`src/rtl/lsu_axi_bridge_pkg.sv`:
```
// Shared definitions for the LSU-to-AXI bridge: FSM state encodings and AXI response codes.
package lsu_axi_bridge_pkg;

    typedef enum logic [2:0] {
        ST_IDLE    = 3'd0,
        ST_RD_ADDR = 3'd1,
        ST_RD_DATA = 3'd2,
        ST_WR_REQ  = 3'd3,
        ST_WR_RESP = 3'd4,
        ST_RESP    = 3'd5
    } state_t;

    localparam logic [1:0] RESP_OKAY   = 2'b00;
    localparam logic [1:0] RESP_EXOKAY = 2'b01;
    localparam logic [1:0] RESP_SLVERR = 2'b10;
    localparam logic [1:0] RESP_DECERR = 2'b11;

    // SLVERR and DECERR both have bit 1 set; OKAY/EXOKAY do not.
    function automatic logic resp_is_err(input logic [1:0] resp);
        return resp[1];
    endfunction

endpackage

```
`src/rtl/lsu_axi_bridge.sv`:
```
// Single-outstanding LSU request to single-beat AXI4 read/write bridge.
// Response is held on data_valid until the core accepts it with core_ready.
//
// state      | meaning
// IDLE       | waiting for re/we from the LSU
// RD_ADDR    | ar_valid high until ar_ready
// RD_DATA    | r_ready high until r_valid; capture data and error
// WR_REQ     | aw/w presented, each dropped after its own handshake
// WR_RESP    | b_ready high until b_valid; capture error
// RESP       | data_valid held until core_ready
module lsu_axi_bridge
    import lsu_axi_bridge_pkg::*;
#(
    parameter int AXI_ADDR_W = 32,
    parameter int DATA_W     = 64
) (
    input  logic                  clk,
    input  logic                  rst,
    input  logic                  re,
    input  logic                  we,
    input  logic [63:0]           addr,
    input  logic [DATA_W-1:0]     wdata,
    input  logic [DATA_W/8-1:0]   wstrb,
    input  logic                  core_ready,
    output logic [DATA_W-1:0]     rdata,
    output logic                  data_valid,
    output logic                  err,
    output logic                  aw_valid,
    input  logic                  aw_ready,
    output logic [AXI_ADDR_W-1:0] aw_addr,
    output logic                  w_valid,
    input  logic                  w_ready,
    output logic [DATA_W-1:0]     w_data,
    output logic [DATA_W/8-1:0]   w_strb,
    input  logic                  b_valid,
    output logic                  b_ready,
    input  logic [1:0]            b_resp,
    output logic                  ar_valid,
    input  logic                  ar_ready,
    output logic [AXI_ADDR_W-1:0] ar_addr,
    input  logic                  r_valid,
    output logic                  r_ready,
    input  logic [DATA_W-1:0]     r_data,
    input  logic [1:0]            r_resp
);

    state_t r_state;
    logic   r_aw_done;
    logic   r_w_done;

    logic w_aw_fin;
    logic w_w_fin;
    logic w_unused_addr;

    // A channel already done keeps its valid low, so its ready is don't-care.
    assign w_aw_fin      = r_aw_done | aw_ready;
    assign w_w_fin       = r_w_done  | w_ready;
    assign w_unused_addr = ^addr[63:AXI_ADDR_W];

    always_ff @(posedge clk) begin
        if (rst) begin
            r_state    <= ST_IDLE;
            r_aw_done  <= 1'b0;
            r_w_done   <= 1'b0;
            rdata      <= '0;
            data_valid <= 1'b0;
            err        <= 1'b0;
            aw_valid   <= 1'b0;
            aw_addr    <= '0;
            w_valid    <= 1'b0;
            w_data     <= '0;
            w_strb     <= '0;
            b_ready    <= 1'b0;
            ar_valid   <= 1'b0;
            ar_addr    <= '0;
            r_ready    <= 1'b0;
        end else begin
            case (r_state)
                ST_IDLE: begin
                    if (re) begin
                        ar_addr  <= addr[AXI_ADDR_W-1:0];
                        ar_valid <= 1'b1;
                        r_state  <= ST_RD_ADDR;
                    end else if (we && (wstrb != '0)) begin
                        aw_addr  <= addr[AXI_ADDR_W-1:0];
                        w_data   <= wdata;
                        w_strb   <= wstrb;
                        aw_valid <= 1'b1;
                        w_valid  <= 1'b1;
                        r_state  <= ST_WR_REQ;
                    end else if (we) begin
                        err        <= 1'b0;
                        data_valid <= 1'b1;
                        r_state    <= ST_RESP;
                    end
                end
                ST_RD_ADDR: begin
                    if (ar_ready) begin
                        ar_valid <= 1'b0;
                        r_ready  <= 1'b1;
                        r_state  <= ST_RD_DATA;
                    end
                end
                ST_RD_DATA: begin
                    if (r_valid) begin
                        rdata      <= r_data;
                        err        <= resp_is_err(r_resp);
                        r_ready    <= 1'b0;
                        data_valid <= 1'b1;
                        r_state    <= ST_RESP;
                    end
                end
                ST_WR_REQ: begin
                    if (w_aw_fin && w_w_fin) begin
                        aw_valid  <= 1'b0;
                        w_valid   <= 1'b0;
                        r_aw_done <= 1'b0;
                        r_w_done  <= 1'b0;
                        b_ready   <= 1'b1;
                        r_state   <= ST_WR_RESP;
                    end else begin
                        aw_valid  <= ~w_aw_fin;
                        w_valid   <= ~w_w_fin;
                        r_aw_done <= w_aw_fin;
                        r_w_done  <= w_w_fin;
                    end
                end
                ST_WR_RESP: begin
                    if (b_valid) begin
                        err        <= resp_is_err(b_resp);
                        b_ready    <= 1'b0;
                        data_valid <= 1'b1;
                        r_state    <= ST_RESP;
                    end
                end
                ST_RESP: begin
                    if (core_ready) begin
                        data_valid <= 1'b0;
                        r_state    <= ST_IDLE;
                    end
                end
                default: r_state <= ST_IDLE;
            endcase
        end
    end

endmodule

```
`config.mk`:
```
export PLATFORM = sky130hd
export DESIGN_NAME = lsu_axi_bridge
export DESIGN_NICKNAME = d
export VERILOG_FILES = /design/src/rtl/lsu_axi_bridge_pkg.sv /design/src/rtl/lsu_axi_bridge.sv
export SDC_FILE = /design/constraint.sdc
export NUM_CORES = 1
export LEC_CHECK = 0
export BUFFER_PORTS_ARGS = -buffer_cell sky130_fd_sc_hd__buf_4
export CAP_MARGIN = 15
export CORE_AREA = 5 5 161 163
export CTS_BUF_LIST = sky130_fd_sc_hd__clkbuf_4
export DETAILED_ROUTE_END_ITERATION = 8
export DIE_AREA = 0 0 166 168
export PLACE_DENSITY_LB_ADDON = 0.2
export SLEW_MARGIN = 30
export SYNTH_ARGS = -nofsm -noshare
export SYNTH_HDL_FRONTEND = slang
export SYNTH_SLANG_ARGS = --single-unit
```
`constraint.sdc`:
```
create_clock -name clk -period 1.7 [get_ports clk]
set_input_delay 0.17 -clock clk [delete_from_list [all_inputs] [get_ports clk]]
set_output_delay 0.17 -clock clk [all_outputs]
set_load 0.005 [all_outputs]
```
* After elaboration in Yosys (flattened, before gate mapping) *
Cells that the tools add are included.

cells by class
  muxes and demuxes = 39
  equality and inequality tests = 16
  reduce and logical (&&, ||, !) cells = 20
  bitwise logic cells = 5

operators with widths
  kind                                                                   number
  3-bit two-way mux                                                      8
  1-bit two-way mux                                                      23
  2-bit != test, second input constant                                   10
  3-bit one-hot mux with 6 select lines                                  1
  3-bit AND reduction                                                    5
  6-bit AND reduction                                                    2
  1-bit one-hot mux with 2 select lines                                  5
  2-bit nonzero test                                                     4
  8-bit nonzero test                                                     1
  7-bit AND reduction                                                    1
  3-bit by 2-bit equality test with 1-bit output, second input constant  2
  3-bit equality test, second input constant                             2
  4-bit != test, second input constant                                   1
  1-bit one-hot mux with 4 select lines                                  1
  2-bit AND reduction                                                    2
  4-bit nonzero test                                                     1
  3-bit by 1-bit equality test with 1-bit output, second input constant  1
  3-bit zero test                                                        1
  1-bit NOT                                                              3
  1-bit one-hot mux with 3 select lines                                  1
  3-bit nonzero test                                                     1
  1-bit logical AND                                                      2
  1-bit OR                                                               2

word-level totals
  input port bits = 214
  word-level logic and storage cells = 95
  register bits after elaboration = 212

* Longest topological paths before layout *
Gate-level depths: netlist (run 1).

  depth in word-level cells = 5
  gate-level depth with buffers = 8
  mapped depth without buffers = 5

* Worst setup path before layout (run 1) *
No wires, ideal clock.

  path type = register to register
  start = register r_state[2]
  end = register aw_addr[10]
  setup slack = 0.179 ns
  setup time = 0.070 ns
  arrival time = 1.451 ns
  period minus slack after synthesis = 1.521 ns
  path buffers = 3
  stages on the path, launching flop included = 9
  cells stage by stage = dfxtp_1 -> or3_4 -> nor2_2 -> and2_1 -> buf_4 -> buf_6 -> buf_6 -> nand2_1 -> a21oi_1

between the ends
  longest elaborated chain between the ends = 2

RTL lines
  what                                  RTL line              text
  start, declared                       lsu_axi_bridge.sv:47  state_t r_state;
  start signal, assigned                lsu_axi_bridge.sv:62  r_state <= ST_IDLE;
  start signal, assigned                lsu_axi_bridge.sv:83  r_state <= ST_RD_ADDR;
  start signal, assigned                lsu_axi_bridge.sv:90  r_state <= ST_WR_REQ;
  3-bit zero test                       lsu_axi_bridge.sv:78  case (r_state)
  3-bit AND reduction (no source line)  n/a
  end signal, assigned                  lsu_axi_bridge.sv:85  aw_addr <= addr[AXI_ADDR_W-1:0];
  end, declared                         lsu_axi_bridge.sv:30  output logic [AXI_ADDR_W-1:0] aw_addr,

No other way between the ends.
A chain may end at the register's enable or synchronous reset.

* Final worst setup path (run 1) *
  start = register r_state[2]
  end = register aw_addr[12]

The elaborated chain is that of the path after synthesis.

==> metrics, run 1 <==
Main synth FF type=dfxtp_1; HP Class=in2reg; Placeable Area=0.0242 mm²; CTS Buf Count=58; Hold Crit Depth=4; number of DRC markers in iteration 0=439; CTS tree=yes; outcome=complete, no violations; Worst R2R Start=r_state[2]; simple-gate area share of the yosys netlist=22.5%; H-Tree Depth=2; final setup violation count=0; Final Cell Area=around 0.014 mm²; Worst Tran Pin Value=between 0.3 and 0.4 ns; clock-pin slew on the worst setup and hold paths=0.07 ns; pin count of the biggest net entering global routing=66; GPL Wtd Cong=around 0.8; dpl cell area=0.0109 mm²; RR Endpoint=aw_addr[12]; Critical Path Sink Type=flop; Syn Area/Cell=7.88 µm²; Synth Area in Adders=0%; Layout Skew=between 0.02 and 0.025 ns; max-slew violations=0; Worst Setup SP=r_state[2]; Yosys reg bits=around 210; post-DP HPWL=between 15,000 and 20,000 µm; Crit Path Max Fanout=13; die area=0.0279 mm²; worst skew pair latency=0.65 ns; Filler cells=2,176; R2R depth=7; die height=168 µm; worst hold start=wdata[26]; first-pass GRT wire length=45,800 µm; CTS Buffer Depth=3; R2R setup slack=0.07 ns; CTS root buf=clkbuf_4; post-layout minimum cycle time=approximately 1.6 ns; end point of the critical path=aw_addr[12]; buffers added on ports=between 300 and 400; gr usage total=between 10% and 20%; mux cell area share after synthesis=0.267%; Fin. Hold Viols=0; post-detailed-route count of antenna-violating nets=0; largest family of logic cells by synthesized area=simple AND/OR/NAND/NOR gates; Mapped Cells=approximately 950; initial core utilization=31.0%; Pwr Density=between 1000 and 1500 mW/mm²; P_leak=5.81 nW; Synth Area in Compound Gates=16.1%; synthesized net count=1,166; post-synthesis instance area=about 0.0075 mm²; Setup TNS=0 ns; NumNets Final=1,757; DRT Wirelength=29,800 µm; average routed wire per standard cell=around 16 µm; Max Cap Viol=0; Die X=166 µm; Yosys cell types=39; drt pass-1 iters=4; fin crit share=96.1%; share of cells above drive strength 1=33.1%; Req. time, crit path=2.27 ns; clock sink count=212; worst path arrival time=roughly 2.2 ns; number of global-route vias before repair=8,644; worst-case vdd ir drop=0.729 mV; Synth warnings=0; Max-Slew Margin vs Limit=73.6%; ys async rst share=0%; Vias/cell=4.53; fmax=612 MHz; Area growth syn-to-layout=80.5%; Synth Area in XOR/XNOR=0%; Ports=421; detailed-route DRC error count=0; Site Rows=57; Seq/Total Area, Yosys=56.6%; detailed-route via count=8,639; Crit Path Category=reg2reg; GRT overflow=0; crit start category=flop; Post-synth EDFFs=0; total power=0.0148 W; initial antenna violation count=1
==> worst min path at each step <==
stage / to / slack [ns]
after floorplan: data_valid / 0.29
after global placement: data_valid / 0.40
after detailed placement: data_valid / 0.41
after CTS: w_data[29] / 0.22
after global routing: w_data[26] / 0.25
final: w_data[26] / 0.31
==> stage by stage <==
| stage | hold slack (ns) | utilization, % | setup slack, ns | cells |
|---|---|---|---|---|
| floorplan | 0.286 | - | 0.179 | 952 |
| CTS | 0.224 | 55.3 | 0.0264 | 1900 |
| detailed placement | 0.409 | 45.0 | 0.0592 | 1620 |
| global placement | 0.403 | 45.0 | 0.0936 | 1620 |
| finish | 0.308 | 56.0 | 0.0671 | 1909 |
| global route | 0.253 | 56.0 | -0.00485 | 1909 |
==> where the power goes <==
| part | switching [W] | internal [W] |
|---|---|---|
| registers | 0.000331 | 0.00560 |
| clock network | 0.00210 | 0.00233 |
| logic | 0.00217 | 0.00225 |
==> repair_timing <==
| action | 4_1_cts | 5_1_grt |
|---|---|---|
| hold buffers | 179 | 0 |
| endpoints found under the hold margin | 212 | 0 |
| setup buffers | 0 | 3 |
| setup endpoints to repair | 0 | 65 |
| gates resized for setup | 0 | 4 |
==> registers in the layout, summed over array words and instances, names as in the netlist <==
name,count
ar_valid,1
r_ready,1
w_strb,8
w_valid,1
w_data,64
r_state,3
r_aw_done,1
b_ready,1
ar_addr,32
aw_valid,1
err,1
rdata,64
data_valid,1
aw_addr,32
r_w_done,1
==> critical path, stage by stage (launching register included) <==
cell and delay [ns]:
dfxtp_1 0.31, or3_4 0.41, nor2_4 0.14, and2_4 0.17
buf_4 0.16, clkbuf_16 0.18, nand2_1 0.06, a21oi_1 0.12
==> layer usage <==
layer	wire length (µm)	vias up	part of all wire (%)	global-route usage, %
li1	-	4316	-	-
met1	11800	3907	39	22.1
met2	14800	327	50	34.4
met3	2000	89	6.7	5.79
met4	1250	0	4.2	9.61
met5	0	-	0	0
==> final cells by class <==
cell class              count  area (µm²)  area share (%)
repair buffers            601        5210            38.5
flip-flops and latches    212        4250            31.4
multi-input cells         667        2950            21.8
clock buffers              88         661            4.88
well taps                 324         405            2.99
clock inverters            13        48.8           0.360
inverters                   3        11.3          0.0832
diodes                      1        2.50          0.0185
==> logic make-up after synthesis <==
| logic type | Yosys count |
|---|---|
| flops | 212 |
| compound gates | 231 |
| mux | 2 |
| simple gates | 433 |
| buf+inv | 74 |
==> synthesized netlist by cell type (2+ instances only) <==
library cell | n | area share, %
a211oi_1 | 2 | 0.20
a21oi_1 | 211 | 14
a31oi_1 | 2 | 0.17
and2_1 | 2 | 0.17
buf_1 | 9 | 0.45
buf_2 | 24 | 1.6
buf_6 | 4 | 0.60
clkbuf_1 | 33 | 1.7
dfxtp_1 | 212 | 57
inv_1 | 3 | 0.15
mux2i_1 | 2 | 0.27
nand2_1 | 407 | 20
nand2b_1 | 2 | 0.17
nand3_1 | 3 | 0.20
nor2_1 | 3 | 0.15
nor2b_1 | 4 | 0.33
nor4_1 | 2 | 0.17
o21ai_0 | 4 | 0.27
o31a_1 | 2 | 0.23
or2_2 | 2 | 0.17
==> layout by cell type, fill, tap and decap left out, drive strengths merged, types with 2 or more instances in the layout <==
cell type    instances
nor2b                4
a31oi                2
o21ai                4
clkinv              12
nand2              407
nand3                3
inv                  4
nand2b               2
a21oi              211
nor4                 2
dlygate4sd3        179
nor2                 4
a211oi               3
buf                418
clkbuf              92
mux2i                2
or2                  2
and2                 3
dfxtp              212
o31a                 2
No activity file was read; power rests on OpenSTA's default activity.
==> run 2, diff against run 1 <==
==> constraint.sdc (replaced) <==
create_clock -name clk -period 1.63 [get_ports clk]
set_input_delay 0.163 -clock clk [delete_from_list [all_inputs] [get_ports clk]]
set_output_delay 0.163 -clock clk [all_outputs]
set_load 0.005 [all_outputs]
==> metrics, run 2 (synthesized netlist as in run 1, its figures left out) <==
Req. time, crit path=between 2 and 2.5 ns; met3 Use GR=5.89%; commonest non-fill, non-tap cell in the layout=buf_4; total power=0.0159 W; Crit Path Max Fanout=6; Worst Tran Pin Value=about 0.40 ns; Max Cap Viol=0; Fin. Hold Viols=0; Ports=421; gr usage total=between 10% and 20%; Util after Layout=between 50% and 60%; Vias/cell=4.57; post-DP HPWL=19,100 µm; die area=0.0279 mm²; detailed-route via count=8,774; initial antenna violation count=2; fin crit share=102%; worst-case vdd ir drop=0.665 mV; Pwr Density=around 1100 mW/mm²; family with the most delay on the worst path=simple AND/OR/NAND/NOR gates; clock sink count=212; Crit Path Category=reg2reg; worst setup margin=-0.0335 ns; number of global-route vias before repair=8,715; pin count of the biggest net entering global routing=52; Final Cell Area=~0.014 mm²; biggest regs=rdata (64), w_data (64); worst-path cell with the longest stage delay=or3_4; CTS root buf=clkbuf_4; Hold Slack=0.302 ns; Area growth syn-to-layout=85.1%; die height=about 170 µm; GRT overflow=0; NumNets Final=about 1,800; placed cell count=about 1,600; P_leak=5.96 nW; CTS tree=yes; failing checks=negative setup slack; worst path arrival time=2.24 ns; post-detailed-route count of antenna-violating nets=0; detailed-route DRC error count=0; layer carrying the most global-route usage=met2; RSZ-0062 raised after global routing=true; met1 track utilization from global routing=22.5%; max-slew violations=0; Critical Path Max Stage Delay=0.40 ns; Layout Skew=0.0285 ns; buffers added on ports=386; share of cells above drive strength 1=between 30% and 40%; Site Rows=57; average routed wire per standard cell=15.9 µm; CTS Buffer Depth=3; H-Tree Depth=2; cell mode on critical path=buf_12; Placeable Area=about 0.024 mm²; Global Route met2 Usage=35.2%; DRT Wirelength=30,600 µm; number of DRC markers in iteration 0=345; first-pass GRT wire length=46,200 µm; Max-Slew Margin vs Limit=approximately three quarters; fmax=601 MHz; final setup violation count=33; Die X=166 µm; CTS Buf Count=57; WP buf/inv=3; Final Non-Filler Cells=1,922; worst skew pair latency=roughly 0.66 ns; HP Class=in2reg; post-layout minimum cycle time=between 1.5 and 2 ns; crit start category=flop; dpl cell area=around 0.011 mm²; GPL Wtd Cong=~0.79; Critical Path Sink Type=flop; Critical Path, Cell by Cell=or3_4 > nor2_4 > and2_4 > buf_12 > buf_12 > clkbuf_16 > nand2_1 > a21oi_1; drt pass-1 iters=4; clock-pin slew on the worst setup and hold paths=0.07 ns; initial core utilization=31.0%; most frequent cells in the layout=buf_4, nand2_1, dfxtp_1, a21oi_1, dlygate4sd3_1; outcome=finished, violations left
[run 2: path summary, 6_finish.rpt]
kind | from | end | slack (ns) | cells past startpoint
worst max-delay path | r_state[0] | aw_addr[4] | -0.03 | 8
worst min-delay path | r_data[41] | rdata[41] | 0.30 | 4
worst max register to register | r_state[0] | aw_addr[4] | -0.03 | 8
worst min register to register | r_ready | r_ready | 0.45 | 2
[run 2: per-layer routing]
layer  vias to the layer above  wire (µm)
met3                        91       1960
met1                      4035      12200
met4                         0       1170
met2                       305      15200
li1                       4343          -
met5                         -          0
[run 2: layout make-up]
cell class	instances	area [µm²]
Sequential cell	212	4250
Multi-Input combinational cell	667	3080
Clock buffer	94	706
Clock inverter	7	27.5
Timing Repair Buffer	613	5400
Fill cell	2184	10300
Inverter	3	11.3
Tap cell	324	405
Antenna cell	2	5.00
[run 2: worst register-to-register path, delay by kind of cell, from the launching register on]
family | cells | cell delay (ns)
simple gates | 4 | 0.77
buf+inv | 3 | 0.38
flops | 1 | 0.32
compound gates | 1 | 0.11
[run 2: what timing repair did]
| item | in CTS | in global routing |
|---|---|---|
| gates cloned | 4 | 6 |
| endpoints found under the hold margin | 212 | 0 |
| hold buffers | 179 | 0 |
| pin swaps | 1 | 14 |
| resized for setup | 9 | 44 |
| endpoints found under the setup margin | 45 | 62 |
| setup buffers | 6 | 2 |
[run 2: where the power goes]
group / switching (W) / internal (W) / leakage [nW] / total, W
sequential: 0.000343 / 0.00585 / 1.72 / 0.00619
combinational: 0.00240 / 0.00254 / 3.79 / 0.00494
clock: 0.00216 / 0.00257 / 0.448 / 0.00473
[run 2: through the flow]
stage                     worst slack [ns]  setup TNS (ns)
after floorplan                      0.109               0
after global placement            -0.00873         -0.0246
after detailed placement           -0.0619          -0.558
after CTS                          -0.0291          -0.546
after global routing               -0.0901           -4.71
final                              -0.0335          -0.446
